==> config.mk <==
export PLATFORM = sky130hd
export DESIGN_NAME = irq_priority_resolver
export DESIGN_NICKNAME = d
export VERILOG_FILES = /design/src/rtl/irq_priority_resolver.sv
export SDC_FILE = /design/constraint.sdc
export NUM_CORES = 1
export LEC_CHECK = 0
export CORE_MARGIN = 2
export CORE_UTILIZATION = 55
export DETAILED_ROUTE_END_ITERATION = 8
export PLACE_DENSITY = 0.77
export SYNTH_ARGS = -nofsm -noshare
export SYNTH_HDL_FRONTEND = slang
export SYNTH_SLANG_ARGS = --single-unit
==> constraint.sdc <==
create_clock -name clk -period 5.1 [get_ports clk]
set_input_delay 0.51 -clock clk [delete_from_list [all_inputs] [get_ports clk]]
set_output_delay 0.51 -clock clk [all_outputs]
set_load 0.005 [all_outputs]
==> src/rtl/irq_priority_resolver.sv <==
// irq_priority_resolver: rotating-priority resolver with a fully nested
// In-Service Register, acknowledge latching and EOI retirement.
module irq_priority_resolver #(
  parameter  int CHANNELS = 8,
  localparam int IDX_W    = $clog2(CHANNELS)
) (
  input  logic                clk,
  input  logic                reset,
  input  logic [CHANNELS-1:0] irr,
  input  logic [CHANNELS-1:0] imr,
  input  logic                rotate_mode,
  input  logic                ack,
  input  logic                eoi,
  input  logic                eoi_specific,
  input  logic [IDX_W-1:0]    eoi_level,
  output logic                int_req,
  output logic [IDX_W-1:0]    ack_vec,
  output logic [CHANNELS-1:0] ack_onehot,
  output logic                spurious,
  output logic [CHANNELS-1:0] isr,
  output logic [IDX_W-1:0]    bottom
);

  logic [CHANNELS-1:0] cand;
  logic                win_valid;
  logic                win_found;
  logic [IDX_W-1:0]    win_idx;
  logic                top_found;
  logic [IDX_W-1:0]    top_idx;
  logic [IDX_W-1:0]    scan_idx;
  int                  scan_pos;

  logic                level_ok;
  logic [CHANNELS-1:0] eoi_clear;
  logic [CHANNELS-1:0] ack_set;
  logic [IDX_W-1:0]    bottom_next;

  // A specific EOI naming a channel that does not exist is dropped entirely.
  assign level_ok = ({1'b0, eoi_level} < (IDX_W + 1)'(CHANNELS));

  // Walk channels from highest to lowest priority. The first channel that is
  // either in service or a candidate decides nesting: a winner is valid only
  // if it is reached before any in-service channel.
  always_comb begin
    cand      = irr & ~imr & ~isr;
    win_found = 1'b0;
    win_valid = 1'b0;
    win_idx   = '0;
    top_found = 1'b0;
    top_idx   = '0;
    scan_pos  = 0;
    scan_idx  = '0;
    for (int k = 0; k < CHANNELS; k++) begin
      scan_pos = int'(bottom) + 1 + k;
      if (scan_pos >= CHANNELS) scan_pos = scan_pos - CHANNELS;
      scan_idx = IDX_W'(scan_pos);
      if (!win_found && cand[scan_idx]) begin
        win_found = 1'b1;
        win_idx   = scan_idx;
        win_valid = !top_found;
      end
      if (!top_found && isr[scan_idx]) begin
        top_found = 1'b1;
        top_idx   = scan_idx;
      end
    end
  end

  // Work out which ISR bit an EOI retires and where the rotation point moves.
  always_comb begin
    eoi_clear   = '0;
    bottom_next = bottom;
    if (eoi) begin
      if (eoi_specific) begin
        if (level_ok) begin
          eoi_clear[eoi_level] = 1'b1;
          if (rotate_mode) bottom_next = eoi_level;
        end
      end else if (top_found) begin
        eoi_clear[top_idx] = 1'b1;
        if (rotate_mode) bottom_next = top_idx;
      end
    end
  end

  // An acknowledge with a valid winner marks exactly that channel in service.
  always_comb begin
    ack_set = '0;
    if (ack && win_valid) ack_set = CHANNELS'(1) << win_idx;
  end

  // State update: ISR merge (ack wins over EOI on the same bit), rotation,
  // registered request and the single-cycle acknowledge pulses.
  always_ff @(posedge clk or posedge reset) begin
    if (reset) begin
      isr        <= '0;
      bottom     <= IDX_W'(CHANNELS - 1);
      int_req    <= 1'b0;
      ack_vec    <= '0;
      ack_onehot <= '0;
      spurious   <= 1'b0;
    end else begin
      isr        <= (isr & ~eoi_clear) | ack_set;
      bottom     <= bottom_next;
      int_req    <= win_valid & ~ack;
      ack_onehot <= ack_set;
      spurious   <= ack & ~win_valid;
      if (ack) ack_vec <= win_valid ? win_idx : IDX_W'(CHANNELS - 1);
    end
  end

endmodule

==> metrics.md, run 1 <==
| Metric | Value |
|---|---|
| Largest net degree at the start of global routing | `42` |
| Distinct cells, synth | `73` |
| Vias in the first global route | `3144` |
| Final Max Slew Viols | `0` |
| Cells after DPL | `475` |
| Total grt overflow | `0` |
| EDFF count, synth | `0` |
| Filler cell count | `~500` |
| Max-Cap Viols | `0` |
| Crit Reg-Reg Startpoint | `bottom[0]$_DFFE_PP1P_` |
| Most used flip-flop cell after synthesis | `dfrtp_1` |
| Post-layout min period | `between 4 and 5 ns` |
| Final Hold Viols | `0` |
| CTS Buf Count | `3` |
| CTS Hold Bufs | `0` |
| Cell accounting for the most synthesized area | `dfrtp_1` |
| RSZ-0062 raised after global routing | `false` |
| Worst R2R Setup Slack | `about 0.77 ns` |
| Synthesized net count | `403` |
| Setup CP Type | `reg -> reg` |
| Clock Sinks | `24` |
| Initial core utilization | `0.566` |
| Setup Buffers After CTS | `0` |
| CP Capture Type | `register` |
| Vias | `3439` |
| WP data required | `5.23 ns` |
| Post-DP HPWL | `7520 um` |
| Setup crit start | `bottom[0]$_DFFE_PP1P_` |
| Setup TNS | `0 ns` |
| Routed len/inst | `21.0 um` |
| IO buf count | `48` |
| First-pass GRT wire length | `16000 um` |
| Nets | `between 400 and 500` |
| DRC | `0` |
| Cell Area, Synth | `0.00333 mm2` |
| Util after Layout | `0.659` |
| Die width | `81.8 um` |
| Hold Crit Class | `reg -> reg` |
| Floorplan core area | `0.00589 mm2` |
| Worst-skew pair later-pin latency | `0.27 ns` |
| FMAX | `~230 MHz` |
| Die height | `81.8 um` |
| Top-area cell type share of the netlist area | `0.158` |
| Total die area | `0.00670 mm2` |
| CTS Root Cell | `clkbuf_8` |
| Drt first pass iters | `5` |
| Post-route insts no fill | `479` |
| Clk_skew | `approximately 0.0023 ns` |
| CTS clk-pin slew, worst paths | `about 0.090 ns` |
| CTS H-tree depth | `1` |
| Layout cells sized above 1 | `0.166` |
| Synthesis warning total | `0` |
| Area Overhead vs Synth | `16.3%` |
| Mean Syn Cell Area | `8.86 um2` |
| Worst-path fanout max | `27` |
| CP Launch Type | `register` |
| FF+latch area | `approximately 600 um2` |
| Number of gates resized after cts | `0` |
| Final WL | `10000 um` |
| Start point of the worst hold path | `ack_vec[2]$_DFFE_PP0P_` |
| Status | `finished, final reports clean` |
| GR Util All Layers | `0.310` |
| Sequential fraction of the synthesis area | `0.181` |
| I/O pin total | `49` |
| Initial DRC Count | `409` |
| Fraction of the cycle the final worst path needs | `0.849` |
| Post-DRT Antenna Nets | `0` |
| Worst slew pin tran | `0.915 ns` |
| Post-synthesis instance total | `~380` |
| Initial antenna violation count | `0` |
| Placer congestion estimate | `0.937` |
| Min Hold Slack | `0.505 ns` |
| Area of the multi-input gates | `0.00252 mm2` |
| Clock tree buffer depth | `2` |
| Relative slew margins | `0.389` |
| Final Setup Violations | `0` |
| CTS tree | `done` |
| Top cells by area, synth | `dfrtp_1, mux4_2, mux2i_1` |
| Vias/cell | `about 7` |
| Row count | `28` |
| FFs w/ async S/R, synth | `1.00` |
| Flops & latches, synth | `24` |
| # diodes | `0` |
| CP Data Arrival Time | `between 4 and 5 ns` |
-- area by class of cell --
type / instances / share of cell area
multi-input cells: 309 / 0.650
flip-flops and latches: 24 / 0.156
repair buffers: 57 / 0.141
well taps: 75 / 0.0242
clock buffers: 3 / 0.0107
inverters: 10 / 0.00968
clock inverters: 1 / 0.00775
-- flip-flops by register name (all words and copies together) (netlist names) --
| register | cells |
|---|---|
| ack_onehot | 8 |
| isr | 8 |
| ack_vec | 3 |
| bottom | 3 |
| int_req | 1 |
| spurious | 1 |
-- cell families (layout without fill, tap and decap cells) --
family,Yosys count,after routing,share of synthesized area
buffers and inverters,43,71,0.0627
XOR/XNOR,4,4,0.0192
AND/OR/NAND/NOR,140,140,0.238
flip-flops,24,24,0.181
AO/OA/AOI/OAI,109,109,0.239
multiplexers,54,54,0.252
adder cells (fa/ha/maj),2,2,0.00751
-- path summary, 6_finish.rpt --
| check | to | depth (start not counted) |
|---|---|---|
| worst max register to register | isr[7]$_DFF_PP0_ | 12 |
| worst min-delay path | ack_vec[2]$_DFFE_PP0P_ | 1 |
| worst max-delay path | isr[7]$_DFF_PP0_ | 12 |
| min in group asynchronous | ack_onehot[4]$_DFF_PP0_ | 2 |
| worst min register to register | ack_vec[2]$_DFFE_PP0P_ | 1 |
| max in group asynchronous | ack_onehot[3]$_DFF_PP0_ | 2 |
-- metal layers --
layer	GRT usage	part of all wire	routed length, um
met1	0.433	0.42	4190
met2	0.498	0.46	4650
met3	0.0440	0.089	893
met4	0.0983	0.032	317
met5	0	0	0
-- metrics by stage --
step                      cell area, um2  setup slack, ns
after floorplan                     3330            0.715
after global placement              3800            0.916
after detailed placement            3800            0.844
after CTS                           3880            0.830
after global routing                3880            0.453
final                               3880            0.772
-- Yosys cell counts (all sizes together), types with 4 or more instances --
cell	n
o31ai	11
nor4	6
nor3b	8
a21oi	17
inv	9
buf	20
nand3	8
nand2b	5
nor4b	4
a221oi	4
nor3	16
o22ai	11
or3b	10
mux2i	21
dfrtp	21
a31oi	4
o211ai	4
mux2	11
o21ai	14
or2	10
nor2	35
clkbuf	13
nand2	19
o221ai	13
mux4	22
-- critical path, cell delays in order, from the launching register on --
cell	delay, ns
dfstp_2	0.54
inv_1	0.05
ha_2	0.69
xor3_1	0.74
mux2i_1	0.36
o41ai_2	0.13
buf_4	0.19
nor4b_2	0.32
nor2_1	0.08
a22o_1	0.27
or3b_4	0.43
o221ai_1	0.26
o31ai_1	0.11
-- cells in the final DEF (no fill, tap or decap), types with 6 or more instances in the layout --
cell type	n
buf_4	9
o221ai_1	13
inv_1	9
clkdlybuf4s50_1	48
a21oi_1	17
nand2_1	19
mux2_2	11
o22ai_1	11
nor3_1	16
o31ai_1	11
dfrtp_1	21
nor3b_1	7
nor4_1	6
mux4_2	19
nor2_1	35
or3b_2	7
o21ai_0	12
mux2i_1	21
nand3_1	8
Power of run 1 is not shown: default switching activity piles up to over one toggle a cycle in this logic, so the estimate is an artifact.
==> inputs of run 2 (changes only) <==
Settings changed: CORE_UTILIZATION 55 to 51, PLACE_DENSITY 0.77 to 0.75.
Clock period 5.1 ns to 3.8 ns, I/O delays scaled along.
==> run 2 against run 1 <==
  * Final cell count is 7.3% higher
  * Critical endpoint is now isr[5]$_DFF_PP0_
  * Critical path type unchanged
  * Critical path depth is 3 higher
  * Clock-buffer cell count is 1 higher
==> metrics.md, run 2 (synthesized netlist as in run 1, its figures left out) <==
| Metric | Value |
|---|---|
| Nets | `465` |
| R2R cell count | `15` |
| Min Hold Slack | `0.489 ns` |
| Crit Reg-Reg Startpoint | `bottom[0]$_DFFE_PP1P_` |
| Placer congestion estimate | `slightly above 1` |
| WP data required | `approximately 4.0 ns` |
| Clock tree buffer depth | `2` |
| Most frequent cells in the layout | `clkdlybuf4s50_1, buf_4, nor2_1, mux4_2, dfrtp_1` |
| GR peak layer | `met2` |
| Vias in the first global route | `3382` |
| Grt met3 use | `0.0438` |
| Start point of the worst hold path | `ack_vec[2]$_DFFE_PP0P_` |
| Grt met2 use | `0.483` |
| # diodes | `0` |
| FMAX | `270 MHz` |
| Row count | `29` |
| Clock Sinks | `24` |
| Max-Cap Viols | `0` |
| FF+latch area | `604 um2` |
| Floorplan core area | `0.00635 mm2` |
| Status | `finished, final reports clean` |
| Max incr delay on CP | `~0.64 ns` |
| CTS H-tree depth | `1` |
| Slowest cell on crit path | `dfstp_2` |
| Area of the multi-input gates | `0.00286 mm2` |
| Initial DRC Count | `365` |
| Post-layout min period | `3.70 ns` |
| Worst-skew pair later-pin latency | `0.26 ns` |
| CTS Hold Bufs | `0` |
| Worst R2R Setup Slack | `0.10 ns` |
| Vias | `3651` |
| Setup TNS | `0 ns` |
| Largest net degree at the start of global routing | `31` |
| CP top delay family | `compound AO/OA/AOI/OAI gates` |
| Initial antenna violation count | `0` |
| Cells after DPL | `500` |
| CTS Buf Count | `3` |
| Setup CP Type | `reg -> reg` |
| Routed len/inst | `around 22 um` |
| Vias/cell | `just over 7` |
| CP Data Arrival Time | `~3.9 ns` |
| Final Hold Viols | `0` |
| CTS tree | `done` |
| Clk_skew | `0.00509 ns` |
| Worst reg2reg endpoint | `isr[5]$_DFF_PP0_` |
| Final Setup Violations | `0` |
| DP Worst Slack | `-0.0868 ns` |
| Die width | `approximately 85 um` |
| Relative slew margins | `0.392` |
| Worst slew pin tran | `0.911 ns` |
| Die height | `84.8 um` |
| Final Max Slew Viols | `0` |
| Critical path buffers and inverters | `5` |
| DRC | `0` |
| CP Launch Type | `register` |
| Hold Crit Class | `reg -> reg` |
| Final WL | `11500 um` |
| GR Util All Layers | `0.300` |
| Layout cells sized above 1 | `0.336` |
| CTS clk-pin slew, worst paths | `0.08 ns` |
| I/O pin total | `about 50` |
| Hold endpoint | `ack_vec[2]$_DFFE_PP0P_` |
| WHS Path Cells | `1` |
| CTS Root Cell | `clkbuf_8` |
| Initial core utilization | `0.525` |
| Leading cell type in the layout, fill and taps excluded | `clkdlybuf4s50_1` |
| Total grt overflow | `0` |
| Biggest registers after layout | `ack_onehot x8, isr x8` |
| Area Overhead vs Synth | `34.0%` |
| Worst-path fanout max | `9` |
| Met1 Use GR | `0.407` |
| Drt first pass iters | `5` |
| Post-DRT Antenna Nets | `0` |
| First-pass GRT wire length | `between 15000 and 20000 um` |
| Fraction of the cycle the final worst path needs | `0.973` |
| Final WS setup | `0.103 ns` |
| Crit-path cells | `inv_4 > ha_4 > buf_6 > buf_6 > nor4bb_1 > buf_4 > nor2_1 > a22oi_2 > o22ai_1 > o21a_1 > nor3b_4 > buf_4 > a221oi_2 > o21ai_4 > o31ai_1` |
| IO buf count | `48` |
| Filler cell count | `between 400 and 500` |
| Total die area | `0.00720 mm2` |
| Post-route insts no fill | `between 500 and 600` |
| CP Capture Type | `register` |
| Post-DP HPWL | `roughly 8400 um` |
## run 2: metal layers
metal  up-vias  part of all wire
li1       1624                 -
met1      1738              0.40
met2       239              0.48
met3        50             0.084
met4         0             0.043
met5         -                 0
## run 2: cell type report
type | instances | share of cell area
sequential | 24 | 0.135
clock buffer | 4 | 0.0123
timing repair buffer | 90 | 0.182
tap | 77 | 0.0216
multi-input combinational | 309 | 0.639
inverter | 10 | 0.00897
## run 2: metrics by stage
| step | util | cell area (um2) |
|---|---|---|
| 3_3_place_gp | 0.638 | 4050 |
| 3_5_place_dp | 0.638 | 4050 |
| 2_1_floorplan | - | 3440 |
| 5_1_grt | 0.703 | 4470 |
| 4_1_cts | 0.650 | 4130 |
| 6_report | 0.703 | 4470 |
## run 2: how the worst max path moves through the flow
stage	startpoint	endpoint	cells past startpoint
after CTS	bottom[0]$_DFFE_PP1P_	isr[5]$_DFF_PP0_	12
after floorplan	bottom[0]$_DFFE_PP1P_	isr[7]$_DFF_PP0_	16
final	bottom[0]$_DFFE_PP1P_	isr[5]$_DFF_PP0_	15
after detailed placement	bottom[0]$_DFFE_PP1P_	isr[6]$_DFF_PP0_	11
after global routing	bottom[0]$_DFFE_PP1P_	isr[7]$_DFF_PP0_	15
after global placement	bottom[0]$_DFFE_PP1P_	isr[7]$_DFF_PP0_	11
## run 2: what timing repair did
item | 4_1_cts | 5_1_grt
setup endpoints to repair | 17 | 21
setup buffers | 1 | 9
pin swaps | 1 | 8
endpoints found under the hold margin | 0 | 0
resized for setup | 4 | 51
## run 2: worst register-to-register path, stage by stage, from the launching register on
cell,delay (ns)
dfstp_2,0.64
inv_4,0.06
ha_4,0.34
buf_6,0.16
buf_6,0.17
nor4bb_1,0.21
buf_4,0.16
nor2_1,0.08
a22oi_2,0.30
o22ai_1,0.14
o21a_1,0.26
nor3b_4,0.21
buf_4,0.16
a221oi_2,0.32
o21ai_4,0.17
o31ai_1,0.24
Power of run 2 is left out for the same reason.
==> inputs of run 3 (changes only) <==
--- a/config.mk
+++ b/config.mk
@@ -7,2 +7,3 @@
 export LEC_CHECK = 0
+export CAP_MARGIN = 5
 export CORE_MARGIN = 2
==> constraint.sdc (replaced) <==
create_clock -name clk -period 3.8 [get_ports clk]
set_input_delay 0.76 -clock clk [delete_from_list [all_inputs] [get_ports clk]]
set_output_delay 0.76 -clock clk [all_outputs]
set_load 0.005 [all_outputs]
==> run 3 against run 2 <==
  * Register-to-register slack got worse by 0.06 ns
  * Clock-buffer cell count decreased by 1
  * Global-route usage up 0.54 points
  * Non-clock buffer count increased by 15
  * Die area did not move
  * First-iteration DRC count shrank 0.82%
  * Cell area increased by 3.2%
  * Critical path type unchanged
==> metrics.md, run 3 (synthesized netlist as in run 1, its figures left out) <==
| Metric | Value |
|---|---|
| First-pass GRT wire length | `17700 um` |
| CP Capture Type | `register` |
| Clk_skew | `0.00756 ns` |
| Most frequent CP cell | `buf_6` |
| Final Hold Viols | `0` |
| Post-DRT Antenna Nets | `0` |
| Max-Cap Viols | `0` |
| Initial antenna violation count | `0` |
| Status | `finished, final reports clean` |
| # diodes | `0` |
| Floorplan core area | `0.00635 mm2` |
| Crit Reg-Reg Startpoint | `bottom[0]$_DFFE_PP1P_` |
| CP Launch Type | `register` |
| CP Data Arrival Time | `3.90 ns` |
| R2R cell count | `13` |
| Leading cell type in the layout, fill and taps excluded | `buf_4` |
| CTS Buf Count | `3` |
| Biggest registers after layout | `ack_onehot x8, isr x8` |
| Largest net degree at the start of global routing | `34` |
| CTS clk-pin slew, worst paths | `0.09 ns` |
| CTS Root Cell | `clkbuf_8` |
| Hold Crit Class | `reg -> reg` |
| Die height | `84.8 um` |
| Post-layout min period | `3.75 ns` |
| Layout cells sized above 1 | `0.344` |
| Cells after DPL | `512` |
| Routed len/inst | `22.1 um` |
| Worst reg2reg endpoint | `isr[7]$_DFF_PP0_` |
| Vias | `approximately 3800` |
| Total grt overflow | `0` |
| Critical path buffers and inverters | `3` |
| Area Overhead vs Synth | `38.3%` |
| Vias in the first global route | `3510` |
| CTS H-tree depth | `1` |
| CP endpoint | `isr[7]$_DFF_PP0_` |
| Filler cell count | `450` |
| Final WL | `11700 um` |
| CTS Hold Bufs | `0` |
| Worst R2R Setup Slack | `0.05 ns` |
| Most frequent cells in the layout | `buf_4, clkdlybuf4s50_1, nor2_1, mux4_2, dfrtp_1` |
| Worst slew pin tran | `0.892 ns` |
| FF+latch area | `between 600 and 700 um2` |
| CTS tree | `done` |
| GR Util All Layers | `0.305` |
| Clock tree buffer depth | `2` |
| CP top delay family | `multiplexers` |
| Die width | `84.8 um` |
| Fraction of the cycle the final worst path needs | `0.988` |
| FMAX | `266 MHz` |
| Relative slew margins | `0.405` |
| Nets | `481` |
| Final Setup Violations | `0` |
| Post-route insts no fill | `530` |
| Area of the multi-input gates | `0.00287 mm2` |
| Final Max Slew Viols | `0` |
| IO buf count | `48` |
| Vias/cell | `just over 7` |
| Post-DP HPWL | `8460 um` |
| Worst-path fanout max | `6` |
| Clock Sinks | `24` |
| CP Depth | `13` |
| Setup crit start | `bottom[0]$_DFFE_PP1P_` |
| Initial DRC Count | `362` |
| WP data required | `3.95 ns` |
| Worst-skew pair later-pin latency | `0.27 ns` |
| Row count | `29` |
| Crit-path cells | `inv_4 > ha_4 > buf_6 > buf_6 > mux2_2 > mux4_2 > nor2_2 > and3b_1 > o21ba_1 > a22o_1 > or3b_4 > o221ai_4 > o31ai_2` |
| I/O pin total | `49` |
| Total die area | `0.00720 mm2` |
| Slowest cell on crit path | `dfstp_2` |
| Max incr delay on CP | `a little over 0.6 ns` |
| Drt first pass iters | `6` |
| Initial core utilization | `0.525` |
| DRC | `0` |
| Setup CP Type | `reg -> reg` |
| Placer congestion estimate | `around 0.93` |
run 3: through the flow:
step                      hold slack, ns  setup TNS [ns]   util  area (um2)  setup WS, ns
after floorplan                    0.474           -1.21      -        3440        -0.249
after global placement             0.468          -0.159  0.652        4140       -0.0377
after detailed placement           0.467          -0.596  0.652        4140        -0.120
after CTS                          0.487               0  0.664        4220        0.0480
after global routing               0.496          -0.239  0.726        4610       -0.0535
final                              0.484               0  0.726        4610        0.0460
run 3: layout make-up:
class                      count  share of cell area
clock inverter                 1             0.00652
sequential                    24               0.131
tap                           77              0.0209
clock buffer                   3             0.00896
timing repair buffer         105               0.200
inverter                      10             0.00869
multi-input combinational    310               0.623
run 3: how the worst min path moves through the flow:
stage                     cells after the start  slack, ns              startpoint                endpoint
after floorplan                               1       0.47  ack_vec[2]$_DFFE_PP0P_  ack_vec[2]$_DFFE_PP0P_
after global placement                        1       0.47  ack_vec[2]$_DFFE_PP0P_  ack_vec[2]$_DFFE_PP0P_
after detailed placement                      1       0.47  ack_vec[2]$_DFFE_PP0P_  ack_vec[2]$_DFFE_PP0P_
after CTS                                     1       0.49  ack_vec[2]$_DFFE_PP0P_  ack_vec[2]$_DFFE_PP0P_
after global routing                          1       0.50  ack_vec[2]$_DFFE_PP0P_  ack_vec[2]$_DFFE_PP0P_
final                                         1       0.48  ack_vec[2]$_DFFE_PP0P_  ack_vec[2]$_DFFE_PP0P_
run 3: layer usage:
layer | share of wire | GRT usage
met2 | 0.48 | 0.487
met3 | 0.080 | 0.0535
met1 | 0.40 | 0.423
met4 | 0.036 | 0.102
met5 | 0 | 0
run 3: repair_timing:
action,4_1_cts,5_1_grt
buffers inserted,1,14
gates cloned,0,1
pin swaps,1,17
resized for setup,0,52
setup endpoints to repair,1,24
hold endpoints to repair,0,0
Power of run 3 is left out for the same reason.
